### src/rtl/fp_adder_pkg.sv
// Shared widths, constants and state encoding for the single-precision adder.
package fp_adder_pkg;

  localparam int DEF_FP_SIZE   = 32;
  localparam int DEF_FRAC_SIZE = 23;
  localparam int EXP_W         = DEF_FP_SIZE - DEF_FRAC_SIZE - 1;

  localparam logic [EXP_W-1:0]       EXP_MAX = '1;
  localparam logic [DEF_FP_SIZE-1:0] QNAN    = 32'h7FC0_0000;

  typedef enum logic [1:0] {
    IDLE = 2'd0,
    NORM = 2'd1,
    DONE = 2'd2
  } state_t;

endpackage

### src/rtl/fp_mag_recover.sv
// Recovers the aligned second significand and forms the unsigned magnitude
// of the significand sum or difference (one extra bit for the carry).
module fp_mag_recover
  import fp_adder_pkg::*;
#(
  parameter int FRAC_SIZE = DEF_FRAC_SIZE
) (
  input  logic [FRAC_SIZE:0]   significand_1,
  input  logic [FRAC_SIZE:0]   shifted_significand_2,
  input  logic                 eff_sub,
  output logic [FRAC_SIZE+1:0] mant
);

  logic [FRAC_SIZE:0] m2;

  // Stage1 hands over the negated operand when signs differ; undo that here.
  // NOTE: every output of a combinational block gets a value on every path,
  // otherwise synthesis infers a latch to hold the old one.
  always_comb begin
    m2   = eff_sub ? -shifted_significand_2 : shifted_significand_2;
    mant = '0;
    if (!eff_sub) begin
      mant = {1'b0, significand_1} + {1'b0, m2};
    end else if (significand_1 >= m2) begin
      mant = {1'b0, significand_1 - m2};
    end else begin
      mant = {1'b0, m2 - significand_1};
    end
  end

endmodule

### src/rtl/fp_adder_stage2.sv
// Adder stage 2: significand add/sub, one-bit-per-cycle normalization,
// IEEE-754 packing, and a single-entry output held under backpressure.
module fp_adder_stage2
  import fp_adder_pkg::*;
#(
  parameter int FP_SIZE   = DEF_FP_SIZE,
  parameter int FRAC_SIZE = DEF_FRAC_SIZE
) (
  input  logic                             clk,
  input  logic                             rst_n,
  input  logic                             in_valid,
  output logic                             in_ready,
  input  logic [FRAC_SIZE:0]               significand_1,
  input  logic [FRAC_SIZE:0]               shifted_significand_2,
  input  logic [FP_SIZE-FRAC_SIZE-2:0]     exponent_1,
  input  logic                             sign_bit,
  input  logic [FP_SIZE-1:0]               num_1,
  input  logic [FP_SIZE-1:0]               num_2,
  output logic                             out_valid,
  input  logic                             out_ready,
  output logic [FP_SIZE-1:0]               result,
  output logic                             overflow,
  output logic                             zero
);

  localparam int EXP_BITS = FP_SIZE - FRAC_SIZE - 1;
  localparam logic [EXP_BITS:0]  E_ONE  = (EXP_BITS + 1)'(1);
  localparam logic [EXP_BITS:0]  E_ONES = {1'b0, {EXP_BITS{1'b1}}};
  localparam logic [FP_SIZE-1:0] QNAN_W =
    {1'b0, {EXP_BITS{1'b1}}, 1'b1, {(FRAC_SIZE-1){1'b0}}};

  state_t                state_q, state_d;
  logic [FRAC_SIZE+1:0]  mant_q, mant_d, mant_in;
  logic [EXP_BITS:0]     e_q, e_d, e_inc;
  logic                  sign_q, sign_d;
  logic                  special_q, special_d;
  logic [FP_SIZE-1:0]    num_1_q, num_1_d, num_2_q, num_2_d;
  logic [FP_SIZE-1:0]    result_d;
  logic                  overflow_d, zero_d;
  logic                  eff_sub_in, eff_sub_q;
  logic                  num_1_inf, num_2_inf;
  logic [EXP_BITS-1:0]   exp_field;

  assign eff_sub_in = num_1[FP_SIZE-1] ^ num_2[FP_SIZE-1];
  assign eff_sub_q  = num_1_q[FP_SIZE-1] ^ num_2_q[FP_SIZE-1];
  assign num_1_inf  = (&num_1_q[FP_SIZE-2:FRAC_SIZE]) && !(|num_1_q[FRAC_SIZE-1:0]);
  assign num_2_inf  = (&num_2_q[FP_SIZE-2:FRAC_SIZE]) && !(|num_2_q[FRAC_SIZE-1:0]);
  assign e_inc      = e_q + E_ONE;
  assign exp_field  = mant_q[FRAC_SIZE] ? e_q[EXP_BITS-1:0] : '0;

  assign in_ready  = rst_n && (state_q == IDLE);
  assign out_valid = (state_q == DONE);

  fp_mag_recover #(.FRAC_SIZE(FRAC_SIZE)) u_mag_recover (
    .significand_1         (significand_1),
    .shifted_significand_2 (shifted_significand_2),
    .eff_sub               (eff_sub_in),
    .mant                  (mant_in)
  );

  always_comb begin
    state_d    = state_q;
    mant_d     = mant_q;
    e_d        = e_q;
    sign_d     = sign_q;
    special_d  = special_q;
    num_1_d    = num_1_q;
    num_2_d    = num_2_q;
    result_d   = result;
    overflow_d = overflow;
    zero_d     = zero;

    unique case (state_q)
      IDLE: begin
        if (in_valid) begin
          mant_d    = mant_in;
          // Denormals share the minimum normal exponent.
          e_d       = (exponent_1 == '0) ? E_ONE : {1'b0, exponent_1};
          sign_d    = sign_bit;
          special_d = &exponent_1;
          num_1_d   = num_1;
          num_2_d   = num_2;
          state_d   = NORM;
        end
      end

      NORM: begin
        state_d    = DONE;
        overflow_d = 1'b0;
        zero_d     = 1'b0;
        if (special_q) begin
          result_d = (num_1_inf && num_2_inf && eff_sub_q) ? QNAN_W : num_1_q;
        end else if (mant_q[FRAC_SIZE+1]) begin
          if (e_inc == E_ONES) begin
            result_d   = {sign_q, {EXP_BITS{1'b1}}, {FRAC_SIZE{1'b0}}};
            overflow_d = 1'b1;
          end else begin
            result_d = {sign_q, e_inc[EXP_BITS-1:0], mant_q[FRAC_SIZE:1]};
          end
        end else if (mant_q == '0) begin
          // Exact cancellation gives +0; same-sign zeros keep their sign.
          result_d = {~eff_sub_q & sign_q, {(FP_SIZE-1){1'b0}}};
          zero_d   = 1'b1;
        end else if (mant_q[FRAC_SIZE] || (e_q == E_ONE)) begin
          result_d = {sign_q, exp_field, mant_q[FRAC_SIZE-1:0]};
        end else begin
          mant_d  = mant_q << 1;
          e_d     = e_q - E_ONE;
          state_d = NORM;
        end
      end

      DONE: begin
        if (out_ready) begin
          state_d = IDLE;
        end
      end

      default: state_d = IDLE;
    endcase
  end

  // NOTE: registers take non-blocking assignments so every flop samples the
  // pre-edge values regardless of statement order.
  always_ff @(posedge clk) begin
    if (!rst_n) begin
      state_q   <= IDLE;
      mant_q    <= '0;
      e_q       <= '0;
      sign_q    <= 1'b0;
      special_q <= 1'b0;
      num_1_q   <= '0;
      num_2_q   <= '0;
      result    <= '0;
      overflow  <= 1'b0;
      zero      <= 1'b0;
    end else begin
      state_q   <= state_d;
      mant_q    <= mant_d;
      e_q       <= e_d;
      sign_q    <= sign_d;
      special_q <= special_d;
      num_1_q   <= num_1_d;
      num_2_q   <= num_2_d;
      result    <= result_d;
      overflow  <= overflow_d;
      zero      <= zero_d;
    end
  end

endmodule

### config.mk
export PLATFORM = sky130hd
export DESIGN_NAME = fp_adder_stage2
export DESIGN_NICKNAME = d
export VERILOG_FILES = /design/src/rtl/fp_adder_pkg.sv /design/src/rtl/fp_mag_recover.sv /design/src/rtl/fp_adder_stage2.sv
export SDC_FILE = /design/constraint.sdc
export NUM_CORES = 1
export LEC_CHECK = 0
export CAP_MARGIN = 20
export CORE_MARGIN = 2
export CORE_UTILIZATION = 46
export DETAILED_ROUTE_END_ITERATION = 12
export PLACE_DENSITY = 0.69
export SLEW_MARGIN = 10
export SYNTH_ARGS = -nofsm -noshare
export SYNTH_HDL_FRONTEND = slang
export SYNTH_SLANG_ARGS = --single-unit
### constraint.sdc
create_clock -name clk -period 5.4 [get_ports clk]
set_input_delay 1.08 -clock clk [delete_from_list [all_inputs] [get_ports clk]]
set_output_delay 1.08 -clock clk [all_outputs]
set_load 0.005 [all_outputs]
* Word-level counts from Yosys, hierarchy flattened *
Index checks and enable logic that the tools add are counted.

word-level totals
  flip-flop bits (word level) = 136
  output and inout port bits = 36

cells by class
  add/subtract/negate cells = 6
  $lt $le $gt $ge = 1
  equality and inequality tests = 10
  muxes and demuxes = 36
  bitwise gates (word level) = 4
  reductions and logical operators = 23

operators with widths
  cell                   count
  $mux W32               5
  $mux W25               6
  $pmux W25 S2           1
  $mux W24               2
  $sub A24 B24 Y24       2
  $reduce_or A23 Y1      2
  $mux W9                5
  $mux W31               1
  $add A24 B24 Y25       1
  $logic_not A25 Y1      1
  $ge A24 B24 Y1         1
  $neg A24 Y24           1
  $reduce_and A8 Y1      3
  $pmux W9 S2            1
  $mux W8                2
  $mux W2                6
  $ne A2 B2 Y1 const B   5
  $add A9 B1 Y9 const B  1
  $eq A9 B1 Y1 const B   1
  $eq A9 B8 Y1 const B   1
  $sub A9 B1 Y9 const B  1
  $logic_not A8 Y1       1
  $mux W1                6
  $pmux W2 S3            1
  other kinds (15)       23

* Depth between registers and ports, before layout *
Gate-level depths: netlist (run 1).

  word-level depth = 7
  gate-level depth with buffers = 22

* Modules after synthesis *
Synthesis (run 1) repeated with hierarchy kept, for this count alone.

unflattened totals
  cell total of the unflattened synthesis = 1248
  area total of the unflattened synthesis = 9863.2 µm²

by module, submodules not included
  module           times used  cells each  area each (µm²)  sequential area each (µm²)
  fp_adder_stage2  1           652         5904.4           2722.6
  fp_mag_recover   1           596         3958.8           0.0

* Worst setup path before layout (run 1) *
Ideal clock, no wire load.

  path kind = in2reg
  start = input num_2[31]
  end = register mant_q[20]
  library setup time = 103 ps
  arrival = 4452 ps
  path slack = 845 ps
  stages = 16
  path buffers = 4
  cell sequence = xnor2_1 > clkbuf_1 > clkbuf_1 > nor2_1 > xor2_1 > ha_1 > buf_4 > a21oi_2 > o21ai_1 > a221oi_2 > o221ai_2 > buf_4 > o221ai_2 > mux2i_4 > xnor2_1 > a2111oi_2

between the ends
  longest elaborated chain between the ends = 7
  elaborated cells on any way between the ends = 10
  those cells by class = add/sub: 3; order compare: 1; mux: 5; bitwise: 1

RTL lines
  item                                            RTL line                text
  start: declaration                              fp_adder_stage2.sv:18   input logic [FP_SIZE-1:0] num_2,
  $xor A1 B1 Y1 (*)                               fp_adder_stage2.sv:44   assign eff_sub_in = num_1[FP_SIZE-1] ^ num_2[FP_SIZE-1];
  $mux W24                                        fp_mag_recover.sv:20    m2 = eff_sub ? -shifted_significand_2 : shifted_significand_2;
  $sub A24 B24 Y24, or another cell as far along  fp_mag_recover.sv:27    mant = {1'b0, m2 - significand_1};
  $mux W24                                        fp_mag_recover.sv:24    end else if (significand_1 >= m2) begin
  $mux W25 (*)                                    fp_mag_recover.sv:22    if (!eff_sub) begin
  $mux W25 (*)                                    fp_adder_stage2.sv:75   if (in_valid) begin
  $pmux W25 S2 (*)                                fp_adder_stage2.sv:73   unique case (state_q)
  end signal: assignment                          fp_adder_stage2.sv:139  mant_q <= mant_d;
  end: declaration                                fp_adder_stage2.sv:33   logic [FRAC_SIZE+1:0] mant_q, mant_d, mant_in;

Every way passes the cells marked *; elsewhere a longest branch is shown, timed or not. The select of a mux whose other input is x is not followed.
A chain may end at the register's enable or synchronous reset.

* Final worst setup path (run 1) *
Ends and elaborated chain as after synthesis.

==> impl_metrics.csv, run 1 <==
group,metric,value,unit
routing,vias,11090,
logic_synthesis,ys.flop_type,"dfxtp_1",
power_and_ir_drop,p_leak,5.361,nW
routing,post-route-drc-count,0,
clock_network,cts_hold_buffers,0,
critical_path,r2r_cells,9,
critical_path,critPathMaxFanout,12,
sta,clock_skew,0.009882,ns
critical_path,rr_startpoint,"mant_q[24]",
logic_synthesis,synth_compound_area_share,28.78,%
sta,finalSetupTns,0,ns
logic_synthesis,yosys_warnings,0,
cells_and_area,multi_input_area,7017,µm²
critical_path,r2r_end,"e_q[8]",
worst_hold_path,hold_path_class,"register to register",
cells_and_area,mostFrequentLayoutCell,"nand2_1",
logic_synthesis,synth_fa_ha_area_share,9.620,%
logic_synthesis,synth_top_cell_area_share,25.91,%
critical_path,cp.arrival,5.31,ns
floorplan,fp.dieH,155.1,µm
floorplan,die_x,155.1,µm
placement,dp_hpwl,25540,µm
clock_network,cts_tree,"built",
critical_path,start_kind,"input pin",
clock_network,cts_resized,0,
floorplan,die_area,24070,µm²
routing,via_per_inst,5.762,
clock_network,cts.path.max_buffers,2,
cells_and_area,drive_gt1_share,9.579,%
floorplan,coreArea,22500,µm²
cells_and_area,diodes,0,
routing,wl,33720,µm
cells_and_area,n_fill_cell,2169,
global_routing,grt_max_degree,66,
critical_path,path_class,"input pin to register",
clock_network,post_cts_buffers,0,
global_routing,grt_pass1_vias,10460,
logic_synthesis,synth_xor_area_share,4.334,%
critical_path,max_stage_delay,0.76,ns
logic_synthesis,synth.area.mux_share,1.322,%
clock_network,clock_sinks,136,
logic_synthesis,synth_fp_nets,1665,
global_routing,grt_usage,27.70,%
logic_synthesis,synth-simple-area-share,22.53,%
sta,hold_violations,0,
cells_and_area,nets,1830,
clock_network,clk_pin_slew,0.06,ns
job,maxCapViolations,0,
critical_path,crit_slowest_cell,"xnor2_2",
power_and_ir_drop,total_power,4.617,mW
floorplan,std_cell_rows,55,
critical_path,cp.required,5.73,ns
logic_synthesis,avgSynthCellArea,7.193,µm²
logic_synthesis,synth_top_family_by_area,"compound AO/OA/AOI/OAI gates",
clock_network,cts_buffers,17,
routing,antenna_left,0,
logic_synthesis,synth_area_leaders,"dfxtp_1, ha_1, a21oi_1, nand2_1, nor2_1",
cells_and_area,synthToLayoutAreaGrowth,26.78,%
critical_path,crit_buf_inv,2,
critical_path,cpMostUsedCell,"o221ai_2",
logic_synthesis,synth_edf_count,0,
logic_synthesis,synth.distinct_cells,84,
cells_and_area,finish.utilization,59.20,%
critical_path,endpoint_kind,"register",
placement,portBuffers,160,
cells_and_area,ff_latch_area,2723,µm²
sta,rsz0062_at_grt,"no",
logic_synthesis,postSynthCellCount,1461,
placement,place_congestion,1.005,
global_routing,grt.overflow.total,0,
sta,fin_crit_sh,92.19,%
clock_network,clock_latency,0.43,ns
routing,first_pass_iters,5,
logic_synthesis,postSynth.asyncResetShare,0,%
logic_synthesis,ys_seq_area_share,25.91,%
critical_path,r2r_slack,2.13,ns
routing,drtIter0Drc,802,
clock_network,root_buffer,"clkbuf_16",
logic_synthesis,netlist_area,10510,µm²
worst_hold_path,hold_depth,2,
logic_synthesis,ys_ff_latch,136,
floorplan,initial_core_util,46.70,%
placement,placed_cells,1892,
floorplan,io-pin-count,161,
outcome,status,"finished, final reports clean",
logic_synthesis,synth_top_cell_by_area,"dfxtp_1",
routing,wl_per_cell,17.52,µm
worst_hold_path,min_from,"num_2_q[19]",
clock_network,cts_max_level,4,
sta,tightest_slew,0.9054,ns
critical_path,crit_family,"XOR/XNOR gates",
cells_and_area,stdcell_count,1924,
sta,period_minus_slack,4.978,ns
sta,drv_slew,0,
sta,slew_headroom,39.34,%
global_routing,antenna_found_initial,0,
worst_hold_path,min_to,"num_2_q[19]",
power_and_ir_drop,vdd_drop_max,181.2,µV
sta,fmax,0.2009,GHz
global_routing,grt_first_pass_wirelength,54320,µm
power_and_ir_drop,cellPowerDensity,346.5,nW/µm²
cells_and_area,layout_common_cells,"nand2_1, a21oi_1, clkdlybuf4s50_1",
critical_path,cp_cell_sequence,"clkdlybuf4s50_1, xnor2_2, buf_4, a21oi_1, xor2_1, ha_1, nand4_2, nor3_2, nand3_1, o221ai_2, mux2i_2, o221ai_2, mux2i_4, xnor2_1, a2111oi_2",
sta,setup_viol,0,
[state kept, by name, indices dropped and copies added, names as in the netlist]
signal	flops
overflow	1
state_q	2
num_1_q	32
num_2_q	32
e_q	9
mant_q	25
special_q	1
result	32
zero	1
sign_q	1
[through the flow]
stage | setup WS [ns] | hold slack, ns | instance area [µm²]
after detailed placement | -0.01632 | 0.4432 | 12710
after floorplan | 0.8449 | 0.4308 | 10510
after global routing | 0.04391 | 0.4690 | 13320
after global placement | 0.03674 | 0.4413 | 12710
final | 0.4219 | 0.4500 | 13320
after CTS | 0.4049 | 0.4523 | 13320
[metal layers]
metal	share of wire, %	track usage (%)	up-vias
li1	-	-	5501
met5	0	0	-
met2	46	46.18	349
met3	5.7	3.816	32
met4	1.4	6.217	0
met1	47	38.13	5205
[worst max-delay path by stage]
| stage | from | endpoint | cells after the start |
|---|---|---|---|
| final | num_2[31] | mant_q[20] | 15 |
| after global routing | shifted_significand_2[2] | mant_q[20] | 18 |
| after CTS | shifted_significand_2[0] | mant_q[20] | 20 |
| after detailed placement | shifted_significand_2[0] | mant_q[20] | 20 |
| after global placement | num_2[31] | mant_q[20] | 15 |
| after floorplan | num_2[31] | mant_q[20] | 16 |
[cell families after synthesis]
logic type,Yosys count
AOI/OAI and AO/OA,476
and+or+nand+nor,517
xor gates and xnor gates,52
muxes,12
buffers and inverters,189
DFF,136
adders and majority gates,79
[synth_stat cells (all sizes together) (8+ instances only)]
library cell	n
a211oi	18
inv	86
a21oi	185
a221oi	15
o21ai	95
o21bai	12
nand3	41
clkbuf	61
xnor2	29
nand4	19
ha	76
nor2b	14
nand2b	14
xor2	23
nor2	129
a221o	8
dfxtp	136
buf	40
a21o	22
nor3	43
mux2i	10
a31oi	30
nor4	22
a22oi	16
nand2	200
o211ai	16
[area by class of cell]
class,count,area share [%]
multi-input cells,1136,52.67
flip-flops and latches,136,20.44
repair buffers,247,17.11
clock buffers,17,3.193
well taps,285,2.677
inverters,88,2.498
clock inverters,15,1.418
[report_power, final]
group / internal, mW / total (mW) / switching [mW]
registers: 1.16 / 1.35 / 0.185
logic: 0.886 / 2.06 / 1.17
clock network: 0.735 / 1.21 / 0.479
[worst reg2reg max path: stages, from the launching register on]
cell	delay (ns)
dfxtp_1	0.48
nor4_1	0.49
nand4_1	0.20
o21a_1	0.43
and3_1	0.27
buf_4	0.22
a21oi_4	0.65
nor4_1	0.15
xnor2_1	0.16
nor3_1	0.14
(Power assumes the default switching activity.)
==> run 2: changes to the inputs <==
--- a/config.mk
+++ b/config.mk
@@ -10,6 +10,7 @@
 export CORE_UTILIZATION = 46
 export DETAILED_ROUTE_END_ITERATION = 12
 export PLACE_DENSITY = 0.69
+export SETUP_SLACK_MARGIN = 0.15
 export SLEW_MARGIN = 10
 export SYNTH_ARGS = -nofsm -noshare
 export SYNTH_HDL_FRONTEND = slang
==> impl_metrics.csv, run 2 (synthesis results as in run 1) <==
group,metric,value,unit
outcome,status,"finished, final reports clean",
cells_and_area,mostFrequentLayoutCell,"nand2_1",
cells_and_area,layout_common_cells,"nand2_1, a21oi_1, clkdlybuf4s50_1",
worst_hold_path,hold_depth,2,
clock_network,cts_max_level,4,
routing,first_pass_iters,5,
floorplan,die_x,155.1,µm
global_routing,grt.overflow.total,0,
sta,fmax,0.2009,GHz
critical_path,endpoint_kind,"register",
global_routing,grt_max_degree,66,
critical_path,start_kind,"input pin",
critical_path,cp.arrival,5.30,ns
power_and_ir_drop,p_comb_share,44.7,%
floorplan,fp.dieH,155.1,µm
power_and_ir_drop,p_sw_share,39.82,%
sta,clock_skew,0.01031,ns
floorplan,io-pin-count,161,
floorplan,std_cell_rows,55,
sta,setup_viol,0,
power_and_ir_drop,vdd_drop_max,180.8,µV
routing,post-route-drc-count,0,
power_and_ir_drop,p_leak,5.366,nW
sta,rsz0062_at_grt,"yes",
sta,slew_headroom,39.99,%
placement,portBuffers,160,
critical_path,cp.required,5.73,ns
sta,period_minus_slack,4.978,ns
power_and_ir_drop,p_int,2.787,mW
floorplan,die_area,24070,µm²
sta,hold_violations,0,
job,maxCapViolations,0,
cells_and_area,drive_gt1_share,9.762,%
clock_network,clock_latency,0.42,ns
placement,dp_hpwl,25540,µm
cells_and_area,nets,1830,
sta,finalSetupTns,0,ns
clock_network,root_buffer,"clkbuf_16",
cells_and_area,reg_top3,"num_1_q (32), num_2_q (32), result (32)",
power_and_ir_drop,cellPowerDensity,346.7,nW/µm²
routing,drtIter0Drc,744,
clock_network,cts_buffers,17,
floorplan,initial_core_util,46.70,%
sta,drv_slew,0,
cells_and_area,synthToLayoutAreaGrowth,27.11,%
floorplan,coreArea,22500,µm²
routing,wl,33830,µm
power_and_ir_drop,p_clk_share,26.3,%
placement,placed_cell_area,12710,µm²
routing,vias,11110,
global_routing,grt_usage,27.70,%
sta,tightest_slew,0.8958,ns
power_and_ir_drop,pwr-share-seq,29.1,%
clock_network,clock_sinks,136,
critical_path,critPathMaxFanout,12,
global_routing,grt_pass1_vias,10460,
placement,place_congestion,1.005,
power_and_ir_drop,p_switching,1.844,mW
global_routing,grt_first_pass_wirelength,54320,µm
clock_network,cts.path.max_buffers,2,
clock_network,post_cts_buffers,0,
worst_hold_path,hold_path_class,"register to register",
critical_path,r2r_cells,9,
routing,via_per_inst,5.772,
global_routing,antenna_found_initial,0,
routing,wl_per_cell,17.57,µm
power_and_ir_drop,total_power,4.631,mW
clock_network,clk_pin_slew,0.06,ns
cells_and_area,multi_input_area,7049,µm²
critical_path,path_class,"input pin to register",
cells_and_area,final_cell_area,13360,µm²
clock_network,cts_tree,"built",
routing,antenna_left,0,
sta,fin_crit_sh,92.18,%
cells_and_area,ff_latch_area,2723,µm²
cells_and_area,n_fill_cell,2169,
==> run 2: cell count changes in the layout (fill, tap and decap cells not counted), sizes merged <==
| cell | previous run | this run |
|---|---|---|
| diode | 0 | 1 |
==> run 2: timing repair <==
| action | CTS | global route |
|---|---|---|
| hold buffers | 0 | 0 |
| gates resized for setup | 0 | 5 |
| endpoints found under the setup margin | 0 | 5 |
==> run 2: critical path, stage by stage <==
cell             delay (ns)
clkdlybuf4s50_1        0.49
xnor2_2                0.75
buf_4                  0.29
a21oi_1                0.07
xor2_1                 0.18
ha_1                   0.41
nand4_2                0.16
nor3_2                 0.25
nand3_1                0.23
o221ai_4               0.26
mux2i_2                0.34
o221ai_2               0.17
mux2i_4                0.16
xnor2_1                0.10
a2111oi_2              0.34
==> run 2: final timing paths <==
| check | slack [ns] | startpoint | endpoint |
|---|---|---|---|
| worst max-delay path | 0.42 | num_2[31] | mant_q[20] |
| worst min register to register | 0.45 | num_2_q[19] | num_2_q[19] |
| worst max register to register | 2.10 | mant_q[24] | e_q[8] |
| worst min-delay path | 0.45 | num_2_q[19] | num_2_q[19] |
==> run 2: metal layers <==
layer / wire (µm) / track usage [%] / share of wire [%]
met1: 15890 / 38.13 / 47
met2: 15620 / 46.18 / 46
met3: 1923 / 3.816 / 5.7
met4: 395 / 6.217 / 1.2
met5: 0 / 0 / 0
==> run 2: cell type report <==
cell class	instances	area share, %
antenna	1	0.01873
clock buffer	17	3.185
clock inverter	15	1.414
inverter	88	2.492
multi-input combinational	1136	52.77
sequential	136	20.38
tap	285	2.670
timing repair buffer	247	17.07
==> run 2: power by group through the flow <==
stage	clock, mW	sequential (mW)	combinational (mW)
finish	1.22	1.35	2.07
global route	1.27	1.37	2.28
CTS	1.22	1.34	2.04
detailed placement	0	1.36	2.03
global placement	0	1.35	2.02
floorplan	0	1.28	1.38
==> run 2: per-stage QoR <==
stage	hold WS [ns]	setup WS (ns)	utilization [%]	cells
final	0.4500	0.4225	59.36	1925
after global routing	0.4690	0.1302	59.35	1924
after CTS	0.4523	0.4049	59.20	1924
after detailed placement	0.4432	-0.01632	56.47	1892
after global placement	0.4413	0.03674	56.47	1892
after floorplan	0.4308	0.8449	-	1461
